### config.mk
export PLATFORM = sky130hd
export DESIGN_NAME = mul_arbiter_flat
export DESIGN_NICKNAME = d
export VERILOG_FILES = /design/src/rtl/matlib_pkg.sv /design/src/rtl/fixedp_if.sv /design/src/rtl/valid_delay.sv /design/src/rtl/mul_arbiter.sv /design/src/flat_wrapper.sv
export SDC_FILE = /design/constraint.sdc
export NUM_CORES = 1
export LEC_CHECK = 0
export ABC_AREA = 1
export BUFFER_PORTS_ARGS = -buffer_cell sky130_fd_sc_hd__buf_2
export CORE_MARGIN = 1
export CORE_UTILIZATION = 46
export DETAILED_ROUTE_END_ITERATION = 6
export GPL_TIMING_DRIVEN = 0
export PLACE_DENSITY = 0.87
export SLEW_MARGIN = 20
export SYNTH_ARGS = -nofsm -noshare
export SYNTH_HDL_FRONTEND = slang
export SYNTH_SLANG_ARGS = --single-unit
### constraint.sdc
create_clock -name clk -period 8.65 [get_ports clk]
set_input_delay 0.865 -clock clk [delete_from_list [all_inputs] [get_ports clk]]
set_output_delay 0.865 -clock clk [all_outputs]
set_load 0.005 [all_outputs]
### src/rtl/matlib_pkg.sv
// Shared math-library types and helpers: requester index type and the
// round-robin "first set bit at or after a pointer" search.
package matlib_pkg;

  localparam int MAX_NREQ = 16;

  typedef logic [$clog2(MAX_NREQ)-1:0] idx_t;

  typedef struct packed {
    logic found;
    idx_t idx;
  } rr_pick_t;

  // Scans n candidates starting at ptr, wrapping from n-1 back to 0.
  function automatic rr_pick_t rr_first(input logic [MAX_NREQ-1:0] vld,
                                        input idx_t ptr, input int n);
    rr_pick_t r;
    logic [4:0] j;
    r = '0;
    for (int i = 0; i < MAX_NREQ; i++) begin
      j = 5'(ptr) + 5'(i);
      if (j >= 5'(n)) j = j - 5'(n);
      if (i < n && !r.found && vld[j[3:0]]) begin
        r.found = 1'b1;
        r.idx   = j[3:0];
      end
    end
    return r;
  endfunction

  function automatic idx_t next_idx(input idx_t k, input int n);
    return (int'(k) == n - 1) ? '0 : idx_t'(int'(k) + 1);
  endfunction

endpackage

### src/rtl/fixedp_if.sv
// Fixed-point multiplier-sharing bus: requester handshakes, shared multiplier
// operands/product and the response channel, plus the number format.
interface fixedp_if #(
  parameter int WIDTH   = 16,
  parameter int MUL_LAT = 3,
  parameter int NREQ    = 4
);
  logic [NREQ-1:0]            req_valid;
  logic [NREQ-1:0]            req_lock;
  logic [NREQ-1:0][WIDTH-1:0] req_a;
  logic [NREQ-1:0][WIDTH-1:0] req_b;
  logic [NREQ-1:0]            req_ready;
  logic [WIDTH-1:0]           mul_a;
  logic [WIDTH-1:0]           mul_b;
  logic [WIDTH-1:0]           mul_p;
  logic [NREQ-1:0]            rsp_valid;
  logic [WIDTH-1:0]           rsp_p;

  modport master (
    output req_valid, req_lock, req_a, req_b, mul_p,
    input  req_ready, mul_a, mul_b, rsp_valid, rsp_p
  );

  modport slave (
    input  req_valid, req_lock, req_a, req_b, mul_p,
    output req_ready, mul_a, mul_b, rsp_valid, rsp_p
  );
endinterface

### src/rtl/valid_delay.sv
// Fixed-latency valid delay line; cleared by reset so in-flight flags vanish.
module valid_delay #(
  parameter int WIDTH = 1,
  parameter int DELAY = 1
) (
  input  logic             clk,
  input  logic             reset,
  input  logic [WIDTH-1:0] din,
  output logic [WIDTH-1:0] dout
);
  logic [WIDTH-1:0] vld_p [DELAY];

  always_ff @(posedge clk) begin
    if (reset) begin
      for (int i = 0; i < DELAY; i++) vld_p[i] <= '0;
    end else begin
      vld_p[0] <= din;
      for (int i = 1; i < DELAY; i++) vld_p[i] <= vld_p[i-1];
    end
  end

  assign dout = vld_p[DELAY-1];
endmodule

### src/rtl/mul_arbiter.sv
// Round-robin arbiter with bounded lock bursts, sharing one pipelined
// multiplier among NREQ requesters and routing each product back to its owner.
module mul_arbiter
  import matlib_pkg::*;
#(
  parameter int NREQ      = 4,
  parameter int MAX_BURST = 8
) (
  input  logic     clk,
  input  logic     reset,
  fixedp_if.slave  g
);
  idx_t                ptr, lock_own, gnt_idx;
  logic                lock_vld, gnt_vld, hold;
  logic [7:0]          burst_cnt;
  logic [MAX_NREQ-1:0] vld_w, lck_w, others;
  logic [NREQ-1:0]     gnt_oh, dly_vld;
  rr_pick_t            pick;

  always_comb begin
    vld_w = '0;
    vld_w[NREQ-1:0] = g.req_valid;
    lck_w = '0;
    lck_w[NREQ-1:0] = g.req_lock;
    others = vld_w;
    others[lock_own] = 1'b0;
    pick = rr_first(vld_w, ptr, NREQ);
    // A saturated burst keeps going only when nobody else is waiting.
    hold = lock_vld && vld_w[lock_own] &&
           (burst_cnt < 8'(MAX_BURST) || others == '0);
    gnt_vld = 1'b0;
    gnt_idx = '0;
    if (!reset) begin
      if (hold) begin
        gnt_vld = 1'b1;
        gnt_idx = lock_own;
      end else if (pick.found) begin
        gnt_vld = 1'b1;
        gnt_idx = pick.idx;
      end
    end
    gnt_oh = '0;
    g.mul_a = '0;
    g.mul_b = '0;
    for (int i = 0; i < NREQ; i++) begin
      gnt_oh[i] = gnt_vld && (gnt_idx == idx_t'(i));
      if (gnt_oh[i]) begin
        g.mul_a = g.req_a[i];
        g.mul_b = g.req_b[i];
      end
    end
    g.req_ready = gnt_oh;
  end

  always_ff @(posedge clk) begin
    if (reset) begin
      ptr       <= '0;
      lock_own  <= '0;
      lock_vld  <= 1'b0;
      burst_cnt <= '0;
    end else if (gnt_vld) begin
      ptr      <= next_idx(gnt_idx, NREQ);
      lock_own <= gnt_idx;
      lock_vld <= lck_w[gnt_idx];
      if (lock_vld && gnt_idx == lock_own)
        burst_cnt <= (burst_cnt < 8'(MAX_BURST)) ? burst_cnt + 8'd1 : burst_cnt;
      else
        burst_cnt <= 8'd1;
    end else begin
      lock_vld  <= 1'b0;
      burst_cnt <= '0;
    end
  end

  // Grant -> response boundary: the grant rides alongside the multiplier pipe.
  valid_delay #(.WIDTH(NREQ), .DELAY(g.MUL_LAT)) u_dly (
    .clk   (clk),
    .reset (reset),
    .din   (gnt_oh),
    .dout  (dly_vld)
  );

  assign g.rsp_valid = reset ? '0 : dly_vld;
  assign g.rsp_p     = g.mul_p;
endmodule

### src/flat_wrapper.sv
// flat-port wrapper written by rule: the top's interface ports become plain ports
module mul_arbiter_flat import matlib_pkg::*;
#(
  parameter int NREQ      = 4,
  parameter int MAX_BURST = 8
)
  (clk, reset, g_req_valid, g_req_lock, g_req_a, g_req_b, g_mul_p, g_req_ready, g_mul_a, g_mul_b, g_rsp_valid, g_rsp_p);
  fixedp_if #(.WIDTH((16)), .MUL_LAT((3)), .NREQ(NREQ)) g_i ();
  input  logic clk;
  input  logic reset;
  input wire logic [$bits(g_i.req_valid)-1:0] g_req_valid;
  input wire logic [$bits(g_i.req_lock)-1:0] g_req_lock;
  input wire logic [$bits(g_i.req_a)-1:0] g_req_a;
  input wire logic [$bits(g_i.req_b)-1:0] g_req_b;
  input wire logic [$bits(g_i.mul_p)-1:0] g_mul_p;
  output wire logic [$bits(g_i.req_ready)-1:0] g_req_ready;
  output wire logic [$bits(g_i.mul_a)-1:0] g_mul_a;
  output wire logic [$bits(g_i.mul_b)-1:0] g_mul_b;
  output wire logic [$bits(g_i.rsp_valid)-1:0] g_rsp_valid;
  output wire logic [$bits(g_i.rsp_p)-1:0] g_rsp_p;
  assign g_i.req_valid = g_req_valid;
  assign g_i.req_lock = g_req_lock;
  assign g_i.req_a = g_req_a;
  assign g_i.req_b = g_req_b;
  assign g_i.mul_p = g_mul_p;
  assign g_req_ready = g_i.req_ready;
  assign g_mul_a = g_i.mul_a;
  assign g_mul_b = g_i.mul_b;
  assign g_rsp_valid = g_i.rsp_valid;
  assign g_rsp_p = g_i.rsp_p;
  mul_arbiter #(.NREQ(NREQ), .MAX_BURST(MAX_BURST)) u_core (.clk(clk), .reset(reset), .g(g_i));
endmodule
# After elaboration in Yosys (flattened, before gate mapping)
# Memory sizes are Yosys's and may differ from the RTL's.
# Index checks and enable logic that the tools add are counted.
# Widths: inputs -> output; s select.
dict set report classes {
  n_lt_le_gt_ge 12
  n_eq_ne 6
  addsub 9
  bitwise 7
  mux 46
  n_reduce_logical 19
}
# operator n
set ops {}
lappend ops {{$mux 16} 8}
lappend ops {{$mux 4} 12}
lappend ops {{$lt 4x5->1 const B} 6}
lappend ops {{$bmux 1 s4} 6}
lappend ops {{$mux 5} 4}
lappend ops {{$and 4x16->16} 1}
lappend ops {{$logic_not 16->1} 1}
lappend ops {{$not 16->16} 1}
lappend ops {{$sub 4x3->4 const B} 4}
lappend ops {{$ge 5x3->1 const B} 3}
lappend ops {{$mux 1} 15}
lappend ops {{$logic_and 1x1->1} 11}
lappend ops {{$add 4x2->5 const B} 2}
lappend ops {{$add 8x1->8 const B} 1}
lappend ops {{$eq 4x2->1 const B} 2}
lappend ops {{$lt 8x4->1 const B} 1}
lappend ops {{$add 4x1->5 const B} 1}
lappend ops {{$add 4x1->4 const B} 1}
lappend ops {{$demux 1 s4} 1}
lappend ops {{$eq 4x1->1 const B} 1}
lappend ops {{$eq 4x3->1 const B} 1}
lappend ops {{$eq 4x4->1} 1}
lappend ops {{$ge 4x1->1 const B} 1}
lappend ops {{$ge 4x3->1 const B} 1}
lappend ops {{other kinds (8)} 13}
dict set report word_totals {
  register_bits 17
  elab_cells 105
  n_memories 1
  inputBits 154
  output_inout_bits 56
  mem_bits_rw 12
}
# memory words width rd rd_clocked_by_memory_dff write_ports line
set mem_list {}
lappend mem_list {u_core.u_dly.vld_p 3 4 3 0 3 valid_delay.sv:11} ;# logic [WIDTH-1:0] vld_p [DELAY];

# Logic depth before layout (Yosys ltp)
dict set report logic_depth {
  depth_word 23
  mapped_depth 29
  mapped_depth_nobuf 29
}

# Cells and area by module
# From an unflattened synthesis, not the netlist that was laid out.
dict set report hier_totals {
  cells_unflattened 562
  hier_area_um2 3500.9
}
# mod n_inst area_per_inst_um2 seq_area_each_um2 cells_per_inst
set by_module_without_submodules {}
lappend by_module_without_submodules {mul_arbiter 1 3129.3 340.3 521}
lappend by_module_without_submodules {valid_delay 1 371.6 240.2 41}

# Least setup slack after synthesis
# No wires, ideal clock.
dict set report synth_path {
  path_kind {reg2out}
  from {reg u_core.ptr[1]}
  to {out g_mul_a[1]}
  path_buffers 1
  required_time_ns 7.785
  arrival_ns 3.034
  stages_incl_launch_ff 23
  setup_slack_ns 4.751
  path_cell_list {dfxtp_1 > inv_1 > ha_1 > inv_1 > ha_1 > nand2_1 > nand2_1 > nand3b_2 > nand3_2 > nor2_4 > nor2_2 > nand2_1 > nand2_1 > nand2_2 > inv_1 > ha_1 > inv_1 > nor2_2 > buf_4 > nand2_1 > a31oi_1 > nand2_1 > nand2_1}
}
dict set report synth_via {
  elab_cells_between_ends 51
  cone_classes {7 x add/sub; 4 x order compare; 3 x eq/ne; 26 x mux; 11 x reduce/logical}
}
# element line
set synth_rtl {}
lappend synth_rtl {{from (decl)} mul_arbiter.sv:13} ;# idx_t ptr, lock_own, gnt_idx;
lappend synth_rtl {{from (signal assigned)} mul_arbiter.sv:62} ;# ptr <= next_idx(gnt_idx, NREQ);
lappend synth_rtl {{branches (longest 13 deep; another with $add 4x1->5)} n/a}
lappend synth_rtl {{$mux 5 (*)} matlib_pkg.sv:23} ;# if (i < n && !r.found && vld[j[3:0]]) begin
lappend synth_rtl {{$mux 4 (*)} mul_arbiter.sv:37} ;# end else if (pick.found) begin
lappend synth_rtl {{$mux 4 (*)} mul_arbiter.sv:34} ;# if (hold) begin
lappend synth_rtl {{$mux 4 (*)} mul_arbiter.sv:33} ;# if (!reset) begin
lappend synth_rtl {{net u_core.gnt_idx[0]} mul_arbiter.sv:13}
lappend synth_rtl {{$eq 4x1->1 (*)} mul_arbiter.sv:46} ;# gnt_oh[i] = gnt_vld && (gnt_idx == idx_t'(i));
lappend synth_rtl {{$logic_and 1x1->1 (*)} mul_arbiter.sv:46}
lappend synth_rtl {{net g_req_ready[1]} flat_wrapper.sv:16} ;# output wire logic [$bits(g_i.req_ready)-1:0] g_req_ready;
lappend synth_rtl {{$mux 16 (*) (3 in series)} mul_arbiter.sv:47} ;# if (gnt_oh[i]) begin
lappend synth_rtl {{to (decl)} flat_wrapper.sv:17} ;# output wire logic [$bits(g_i.mul_a)-1:0] g_mul_a;
# Mark *: on every way through the listed nets, which the timed path passes. The select of a mux whose other input is x is not followed.

# Final worst setup path
dict set report layout_path {
  from {reg u_core.ptr[1]}
  to {out g_mul_a[3]}
}
dict set report layout_via {
  elab_chain_len 23
  elab_cells_between_ends 51
  cone_classes {7 x add/sub; 4 x order compare; 3 x eq/ne; 26 x mux; 11 x reduce/logical}
}
# element line
set layout_rtl {}
lappend layout_rtl {{branches (longest 13 deep; another with $add 4x1->5)} n/a}
lappend layout_rtl {{$mux 5 (*)} matlib_pkg.sv:23}
lappend layout_rtl {{$mux 4 (*)} mul_arbiter.sv:37}
lappend layout_rtl {{$mux 4 (*)} mul_arbiter.sv:34}
lappend layout_rtl {{$mux 4 (*)} mul_arbiter.sv:33}
lappend layout_rtl {{net u_core.gnt_idx[0]} mul_arbiter.sv:13}
lappend layout_rtl {{$logic_not 4->1} mul_arbiter.sv:46}
lappend layout_rtl {{$logic_and 1x1->1} mul_arbiter.sv:46}
lappend layout_rtl {{$mux 16 (3 in series)} mul_arbiter.sv:47}
lappend layout_rtl {{$mux 16 (*)} mul_arbiter.sv:47}
# Marks and branches as above.

==> results.sh <==
export IMPL_power_uw=1540
export IMPL_switchingPower_uw=811
export IMPL_gp_congestion=0.871
export IMPL_hold_path_class="reg2reg"
export IMPL_tightestPinTransition_ns=0.389
export IMPL_synthSimpleGateAreaFrac=0.449
export IMPL_slew_violations=0
export IMPL_die_area_sq_um=7200
export IMPL_viasPerCell=4.98
export IMPL_cts_repair_resized=0
export IMPL_core_sq_um=6490
export IMPL_fmax_ghz=0.200
export IMPL_grt_max_degree=11
export IMPL_die_h_um=84.9
export IMPL_synth_top_family_by_area="simple AND/OR/NAND/NOR gates"
export IMPL_ant_nets=0
export IMPL_dp_hpwl_um=8550
export IMPL_htreeDepth=2
export IMPL_area_growth_pct=36.4
export IMPL_multiInputGateArea_sq_um=2020
export IMPL_pwr_share_clk=0.069
export IMPL_critPathArrivalTime_ns=4.13
export IMPL_synthAdderAreaFrac=0.0594
export IMPL_seq_power_share=0.115
export IMPL_cts_tree="done"
export IMPL_fin_crit_ns=5.00
export IMPL_row_count=29
export IMPL_io_pins=210
export IMPL_path_clk_slew_ns=0.06
export IMPL_yosys_warnings=0
export IMPL_reg2reg_slack_ns=5.25
export IMPL_cts_num_sinks=29
export IMPL_synth_seq_cells=29
export IMPL_end_kind="primary output"
export IMPL_rsz0062_at_grt="no"
export IMPL_leakage_uw=0.00248
export IMPL_synth_compound_area_frac=0.121
export IMPL_drt_iter0_drc=238
export IMPL_tns_ns=0
export IMPL_synth_xor_area_frac=0.00555
export IMPL_switching_share=0.526
export IMPL_postSynthCellCount=539
export IMPL_antenna_found_initial=1
export IMPL_synthMuxAreaShare=0.00317
export IMPL_final_setup_viol_count=0
export IMPL_io_buffers=193
export IMPL_drtPass1Iterations=7
export IMPL_clock_latency_ns=0.28
export IMPL_fillers=618
export IMPL_grt_pass1_vias=3896
export IMPL_drive_gt1_frac=0.372
export IMPL_post_cts_buffers=0
export IMPL_cp_common_cell="nand2_1"
export IMPL_syn_num_nets=708
export IMPL_syn_area_per_cell_sq_um=5.86
export IMPL_ys_types=35
export IMPL_startpoint_type="register"
export IMPL_maxSlewHeadroom=0.741
export IMPL_ir_drop_uv=201
export IMPL_grt_total_usage=0.284
export IMPL_most_common_layout_cells="200 x buf_2, 180 x nand2_1, 59 x inv_1"
export IMPL_wl_um=10200
export IMPL_violations="DRC"
export IMPL_finalHoldViolCount=0
export IMPL_fin_nets=908
export IMPL_p_int_uw=731
export IMPL_finalClockSkew_ns=0.00255
export IMPL_cp_slowest_cell="dfxtp_1"
export IMPL_cts_root_buf="clkbuf_8"
export IMPL_routedWlPerCell_um=12.5
export IMPL_grt_overflow_total=0
export IMPL_ctsHoldBuffers=0
export IMPL_status="complete, but fails checks"
export IMPL_via_count=4072
export IMPL_timing_final_crit_share=0.578
export IMPL_synth_cell_area_sq_um=3160
export IMPL_initial_core_util=0.486
export IMPL_cts_buffers=5
export IMPL_fin_hold_ws_ns=0.400
export IMPL_final_common_cell="buf_2"
export IMPL_grt_pass1_wl_um=16500
export IMPL_drc=2
export IMPL_timing_max_cap_violations=0
export IMPL_setup_worst_path_class="reg2out"
export IMPL_required_ns=7.79
export IMPL_crit_fanout=10
export IMPL_cts_path_max_buffers=2
export IMPL_ys_seq_area_frac=0.184
export IMPL_p_per_area_nw_per_um2=358
export IMPL_crit_path_max_incr_delay_ns=0.52
export IMPL_fp_dieW_um=84.9
export IMPL_seq_area_sq_um=581
export IMPL_pwr_share_comb=0.816
## cells by family (layout without fill, tap and decap cells)
family,count (synthesis),count (layout)
adder cells (fa/ha/maj),15,15
AO/OA/AOI/OAI,70,70
other,0,1
AND/OR/NAND/NOR,317,317
XOR/XNOR,2,2
multiplexers,1,1
buffers and inverters,105,306
flip-flops,29,29
## synthesized netlist by cell type
cell | count | share of area
xnor2_1 | 1 | 0.0028
inv_4 | 1 | 0.0020
nand2_4 | 2 | 0.0071
mux2i_1 | 1 | 0.0032
buf_4 | 26 | 0.062
dfxtp_1 | 29 | 0.18
ha_1 | 15 | 0.059
nor2_4 | 1 | 0.0036
buf_6 | 6 | 0.021
inv_2 | 3 | 0.0036
nor2_2 | 7 | 0.014
buf_2 | 7 | 0.011
inv_6 | 1 | 0.0028
nand2_1 | 180 | 0.21
inv_1 | 59 | 0.070
nand3b_2 | 1 | 0.0036
o21ai_1 | 15 | 0.024
or2_2 | 1 | 0.0020
inv_8 | 1 | 0.0036
nor3_1 | 2 | 0.0032
nand3_2 | 4 | 0.013
nand4_1 | 4 | 0.0079
nand3_1 | 49 | 0.078
nand2_2 | 9 | 0.018
a31oi_1 | 12 | 0.024
xor2_1 | 1 | 0.0028
a21oi_1 | 27 | 0.043
o21ai_0 | 9 | 0.014
clkbuf_1 | 1 | 0.0012
nor2_1 | 52 | 0.062
and2_1 | 1 | 0.0020
nor2_8 | 1 | 0.0063
o211ai_1 | 7 | 0.017
nand2_8 | 2 | 0.013
nor3_2 | 1 | 0.0032
## final timing paths
path / startpoint / end / cells past startpoint
max reg2reg: u_core.ptr[1] / u_core.u_dly.vld_p[0][3] / 20
min reg2reg: u_core.u_dly.vld_p[0][0] / u_core.u_dly.vld_p[0][4] / 2
max: u_core.ptr[1] / g_mul_a[3] / 29
min: u_core.u_dly.vld_p[0][0] / u_core.u_dly.vld_p[0][4] / 2
## state kept, by name, indices dropped and copies added (netlist names)
signal / count
u_core.u_dly.vld_p: 12
u_core.lock_vld: 1
u_core.lock_own: 4
u_core.ptr: 4
u_core.burst_cnt: 8
## worst max-delay path: cells and delay by family (launching register included)
kind | cells | cell delay (ns)
buffers and inverters | 7 | 0.85
adders and majority gates | 3 | 0.63
DFF | 1 | 0.52
AOI/OAI and AO/OA | 1 | 0.23
and+or+nand+nor | 18 | 1.61
## power by group through the flow
stage / Clock (uW) / Sequential [uW] / Combinational, uW
2_1_floorplan: 0 / 176 / 855
3_3_place_gp: 0 / 180 / 1210
3_5_place_dp: 0 / 181 / 1250
4_1_cts: 110 / 178 / 1260
5_1_grt: 116 / 182 / 1420
6_report: 106 / 178 / 1260
## metrics by stage
stage	setup WS (ns)	utilization	area, sq um	std cells
2_1_floorplan	4.75	-	3160	539
3_3_place_gp	4.13	0.650	4220	809
3_5_place_dp	4.00	0.650	4220	809
4_1_cts	3.67	0.663	4310	817
5_1_grt	3.24	0.663	4310	818
6_report	3.65	0.663	4310	818
## cell type report
class,count,share of cell area
multi-input cells,405,0.468
flip-flops and latches,29,0.135
plain buffers,40,0.0700
well taps,77,0.0224
diodes,1,0.000581
clock buffers,5,0.0160
clock inverters,3,0.00407
repair buffers,193,0.224
inverters,65,0.0601
## layer usage
layer	routed length [um]	up-vias	GRT usage	part of all wire
met4	132	0	0.0909	0.013
met1	3850	1802	0.306	0.38
li1	-	2089	-	-
met3	693	18	0.0574	0.068
met2	5540	163	0.551	0.54
met5	0	-	0	0
(Power assumes the default switching activity.)
